**src/rtl/multicycle_ctrl_fsm.sv**
```systemverilog
// Sequencing controller for the multicycle RV32I datapath: walks each instruction
// through fetch/decode/execute/memory/writeback and decodes every datapath control.
module multicycle_ctrl_fsm (
    input  logic       clk,
    input  logic       rst,
    input  logic       run,
    input  logic [6:0] opcode,
    input  logic       zero,
    input  logic       mem_ready,
    output logic       pc_write,
    output logic       pc_write_cond,
    output logic       iord,
    output logic       mem_read,
    output logic       mem_write,
    output logic       ir_write,
    output logic       reg_write,
    output logic [1:0] mem_to_reg,
    output logic [1:0] alu_src_a,
    output logic [1:0] alu_src_b,
    output logic [2:0] alu_op,
    output logic [1:0] pc_source,
    output logic       instr_done,
    output logic       illegal,
    output logic [3:0] state
);

    typedef enum logic [3:0] {
        S_FETCH    = 4'd0,
        S_DECODE   = 4'd1,
        S_EXEC_R   = 4'd2,
        S_EXEC_I   = 4'd3,
        S_MEM_ADDR = 4'd4,
        S_MEM_RD   = 4'd5,
        S_MEM_WB   = 4'd6,
        S_MEM_WR   = 4'd7,
        S_ALU_WB   = 4'd8,
        S_BRANCH   = 4'd9,
        S_JAL      = 4'd10,
        S_JALR     = 4'd11,
        S_TRAP     = 4'd15
    } state_e;

    localparam logic [6:0] OP_R      = 7'b0110011;
    localparam logic [6:0] OP_I      = 7'b0010011;
    localparam logic [6:0] OP_LOAD   = 7'b0000011;
    localparam logic [6:0] OP_STORE  = 7'b0100011;
    localparam logic [6:0] OP_BRANCH = 7'b1100011;
    localparam logic [6:0] OP_JAL    = 7'b1101111;
    localparam logic [6:0] OP_JALR   = 7'b1100111;

    state_e state_q, state_d;
    logic   illegal_q;

    // The branch decision (zero & pc_write_cond) is made in the datapath.
    logic unused_zero;
    assign unused_zero = zero;

    always_comb begin
        // NOTE: default first so every path assigns state_d and no latch is inferred.
        state_d = state_q;
        unique case (state_q)
            S_FETCH:    if (run && mem_ready) state_d = S_DECODE;
            S_DECODE: begin
                case (opcode)
                    OP_R:              state_d = S_EXEC_R;
                    OP_I:              state_d = S_EXEC_I;
                    OP_LOAD, OP_STORE: state_d = S_MEM_ADDR;
                    OP_BRANCH:         state_d = S_BRANCH;
                    OP_JAL:            state_d = S_JAL;
                    OP_JALR:           state_d = S_JALR;
                    default:           state_d = S_TRAP;
                endcase
            end
            S_EXEC_R, S_EXEC_I: state_d = S_ALU_WB;
            S_MEM_ADDR: state_d = opcode[5] ? S_MEM_WR : S_MEM_RD;
            S_MEM_RD:   if (mem_ready) state_d = S_MEM_WB;
            S_MEM_WR:   if (mem_ready) state_d = S_FETCH;
            S_MEM_WB, S_ALU_WB, S_BRANCH, S_JAL, S_JALR: state_d = S_FETCH;
            S_TRAP:     state_d = S_TRAP;
            default:    state_d = S_FETCH;
        endcase
    end

    always_ff @(posedge clk or posedge rst) begin
        if (rst) begin
            state_q   <= S_FETCH;
            illegal_q <= 1'b0;
        end else begin
            // NOTE: non-blocking so every register samples pre-edge values.
            state_q   <= state_d;
            illegal_q <= illegal_q | (state_d == S_TRAP);
        end
    end

    always_comb begin
        pc_write      = 1'b0;
        pc_write_cond = 1'b0;
        iord          = 1'b0;
        mem_read      = 1'b0;
        mem_write     = 1'b0;
        ir_write      = 1'b0;
        reg_write     = 1'b0;
        mem_to_reg    = 2'b00;
        alu_src_a     = 2'b00;
        alu_src_b     = 2'b00;
        alu_op        = 3'b000;
        pc_source     = 2'b00;
        instr_done    = 1'b0;
        unique case (state_q)
            S_FETCH: if (run) begin
                mem_read  = 1'b1;
                alu_src_b = 2'b01;
                pc_write  = mem_ready;
                ir_write  = mem_ready;
            end
            S_DECODE: begin
                alu_src_a = 2'b01;
                alu_src_b = 2'b10;
            end
            S_EXEC_R: begin
                alu_src_a = 2'b10;
                alu_op    = 3'b010;
            end
            S_EXEC_I: begin
                alu_src_a = 2'b10;
                alu_src_b = 2'b10;
                alu_op    = 3'b011;
            end
            S_MEM_ADDR: begin
                alu_src_a = 2'b10;
                alu_src_b = 2'b10;
            end
            S_MEM_RD: begin
                mem_read = 1'b1;
                iord     = 1'b1;
            end
            S_MEM_WB: begin
                reg_write  = 1'b1;
                mem_to_reg = 2'b01;
                instr_done = 1'b1;
            end
            S_MEM_WR: begin
                mem_write  = 1'b1;
                iord       = 1'b1;
                instr_done = mem_ready;
            end
            S_ALU_WB: begin
                reg_write  = 1'b1;
                instr_done = 1'b1;
            end
            S_BRANCH: begin
                alu_src_a     = 2'b10;
                alu_op        = 3'b001;
                pc_write_cond = 1'b1;
                pc_source     = 2'b01;
                instr_done    = 1'b1;
            end
            S_JAL: begin
                pc_write   = 1'b1;
                pc_source  = 2'b01;
                reg_write  = 1'b1;
                mem_to_reg = 2'b10;
                instr_done = 1'b1;
            end
            S_JALR: begin
                alu_src_a  = 2'b10;
                alu_src_b  = 2'b10;
                pc_write   = 1'b1;
                reg_write  = 1'b1;
                mem_to_reg = 2'b10;
                instr_done = 1'b1;
            end
            default: ;
        endcase
    end

    assign illegal = illegal_q;
    assign state   = state_q;

endmodule

```
**config.mk**
```make
export PLATFORM = sky130hd
export DESIGN_NAME = multicycle_ctrl_fsm
export DESIGN_NICKNAME = d
export VERILOG_FILES = /design/src/rtl/multicycle_ctrl_fsm.sv
export SDC_FILE = /design/constraint.sdc
export NUM_CORES = 1
export LEC_CHECK = 0
export BUFFER_PORTS_ARGS = -buffer_cell sky130_fd_sc_hd__buf_2
export CAP_MARGIN = 20
export CORE_AREA = 8 8 45 47
export CTS_BUF_LIST = sky130_fd_sc_hd__clkbuf_4
export CTS_CLUSTER_SIZE = 40
export DETAILED_ROUTE_END_ITERATION = 7
export DIE_AREA = 0 0 53 55
export HOLD_SLACK_MARGIN = 0.03
export PLACE_DENSITY_LB_ADDON = 0.25
export SLEW_MARGIN = 10
export SYNTH_ARGS = -nofsm -noshare
export SYNTH_HDL_FRONTEND = slang
export SYNTH_SLANG_ARGS = --single-unit
```
**constraint.sdc**
```tcl
create_clock -name clk -period 2.6 [get_ports clk]
set_clock_uncertainty 0.15 [all_clocks]
set_input_delay 0.39 -clock clk [delete_from_list [all_inputs] [get_ports clk]]
set_output_delay 0.39 -clock clk [all_outputs]
set_load 0.1 [all_outputs]
```
==> flow_summary.ini <==
[run_status]
status = completed

[floorplan]
die_height_um = 55
dieArea_mm2 = 0.00292
core_mm2 = 0.00138
io_pins = 36
rows = 14
die_width_um = 53
start_util_pct = 41.1

[cts]
clkSlewWorstSetupHoldPaths_ns = 0.04
clock-root-buffer = clkbuf_4
cts_tree = built
cts_htree_levels = 1
post_cts_resized = 0
cts-hold-fix-buffers = 1
postCtsSetupRepairBufs = 0
cts.path.max_buffers = 2
insertion_delay_ns = 0.24
numCtsBuffers = 3
cts.sinks = 5

[drt]
dr.pass1.iters = 4
via_per_inst = 5.30
drc = 0
wl_um = 1640
ant_nets = 0
avgRoutedWirePerCell_um = 12.8
vias = 678
drt_iter0_markers = 5

[finish]
layout_commonest_cell = buf_2
diodes = 0
area_growth_pct = 53.0
final_util_pct = 62.9
num-fill-cells = 133
nets = 125
drive_gt1_share_pct = 56.3
final_cell_mix = buf_2, nand2_1, inv_1, nor2_1

[synthesis]
synth-simple-area-share_pct = 30.3
synth-seq-cells = 5
synth_adder_area_share_pct = 0
syn_inst = 80
synth.avg_cell_area_um2 = 7.12
synth_compound_area_share_pct = 28.1
synth_xor_area_share_pct = 1.54
synth_ff_type = dfrtp_1
synth-edff-count = 0
seq_area_frac_synth_pct = 22.0
yosys_warnings = 0
synth_cell_types = 33
synth.cell_area_um2 = 569
yosys-mux-area-fraction_pct = 5.49
synth_top_family_by_area = simple AND/OR/NAND/NOR gates
async_reset_ff_share_pct = 100

[global_route]
grt_overflow = 0
antenna_found_initial = 0
grt_max_degree = 16
grt_pass1_wl_um = 2730
first_global_vias = 658
grt.total_usage_pct = 12.0

[critical_path]
end_kind = output pin
crit_path_cell_trace = nor2_1 > and3_4 > and2_4 > or2_4 > buf_2
worstPathArrival_ns = 1.89
worstSetupPathType = reg -> out
slowest_delay_ns = 0.54
worstPathMaxFanout = 13
crit_required_ns = 2.06
startpoint_type = flop
crit_path_top_delay_cell = dfrtp_4

[timing]
timing.fmax_ghz = 0.411
fin_crit_sh_pct = 93.5
hold_viol = 0
rsz0062_at_grt = no
slew_viol_final = 0
setup_viol_count_final = 0
period_needed_ns = 2.43

[placement]
globalplace.congestion = 0.780
port_buffers = 32
dpl.hpwl_um = 1360

[job]
cap_violations = 0

[worst_hold_path]
hold_path.class = in -> reg
==> kinds of logic (layout without fill, tap and decap cells) <==
logic type / after synthesis / in the layout
AOI/OAI and AO/OA: 21 / 21
xor gates and xnor gates: 1 / 1
DFF: 5 / 5
other: 1 / 2
and+or+nand+nor: 35 / 35
buffers and inverters: 14 / 45
muxes: 3 / 3
==> state kept, by name, indices dropped and copies added (netlist names) <==
name     count
state        4
illegal      1
==> cell type report <==
| cell class | count | area [um^2] | area share [%] |
|---|---|---|---|
| Multi-Input combinational cell | 62 | 483 | 55.5 |
| Timing Repair Buffer | 33 | 170 | 19.5 |
| Sequential cell | 5 | 138 | 15.8 |
| Clock buffer | 4 | 30.0 | 3.45 |
| Inverter | 8 | 30.0 | 3.45 |
| Tap cell | 16 | 20.0 | 2.30 |
==> final timing paths <==
check                      startpoint       end  slack, ns  cells past startpoint
hold reg to reg               illegal   illegal       0.32                      1
hold / removal              opcode[4]  state[1]       0.31                      3
min in group asynchronous         rst  state[3]       0.44                      3
setup reg to reg             state[3]   illegal       0.98                      4
setup / recovery             state[0]  pc_write       0.17                      5
max in group asynchronous         rst  state[2]       1.67                      3
==> layer usage <==
metal,vias to the layer above,track usage [%],share of wire [%]
li1,342,-,-
met1,307,12.8,37
met2,29,21.9,52
met3,0,2.14,11
met4,0,6.47,0
met5,-,0,0
==> cells in the mapped netlist (all sizes together), types with 2 or more instances <==
cell type  number  area, um^2
a32oi           2        17.5
mux2i           2        20.0
inv             8        30.0
a31o            2        17.5
nand2b          2        12.5
nor2           11        41.3
a21oi           3        15.0
and3            2        12.5
nand2           9        33.8
dfrtp           5         125
buf             6        37.5
o21ai           6        30.0
nor3            5        30.0
==> critical path: cells and delay by family (launching register included) <==
family                 cells  cell delay, ns
flip-flops                 1            0.54
AND/OR/NAND/NOR            4            0.69
buffers and inverters      1            0.41
==> per-stage QoR <==
| stage | TNS (ns) | setup WS (ns) | cells | hold slack, ns | instance area, um^2 |
|---|---|---|---|---|---|
| after floorplan | -0.0142 | -0.0142 | 81 | 0.0185 | 691 |
| after CTS | 0 | 0.150 | 128 | 0.304 | 871 |
| after global placement | 0 | 0.423 | 123 | 0.137 | 831 |
| after global routing | 0 | 0.0740 | 128 | 0.333 | 871 |
| final | 0 | 0.168 | 128 | 0.315 | 871 |
| after detailed placement | 0 | 0.420 | 123 | 0.138 | 831 |
Power is left out: the tool's default activity adds up to more than one toggle a clock period on the data nets, which glitch-free logic cannot reach.
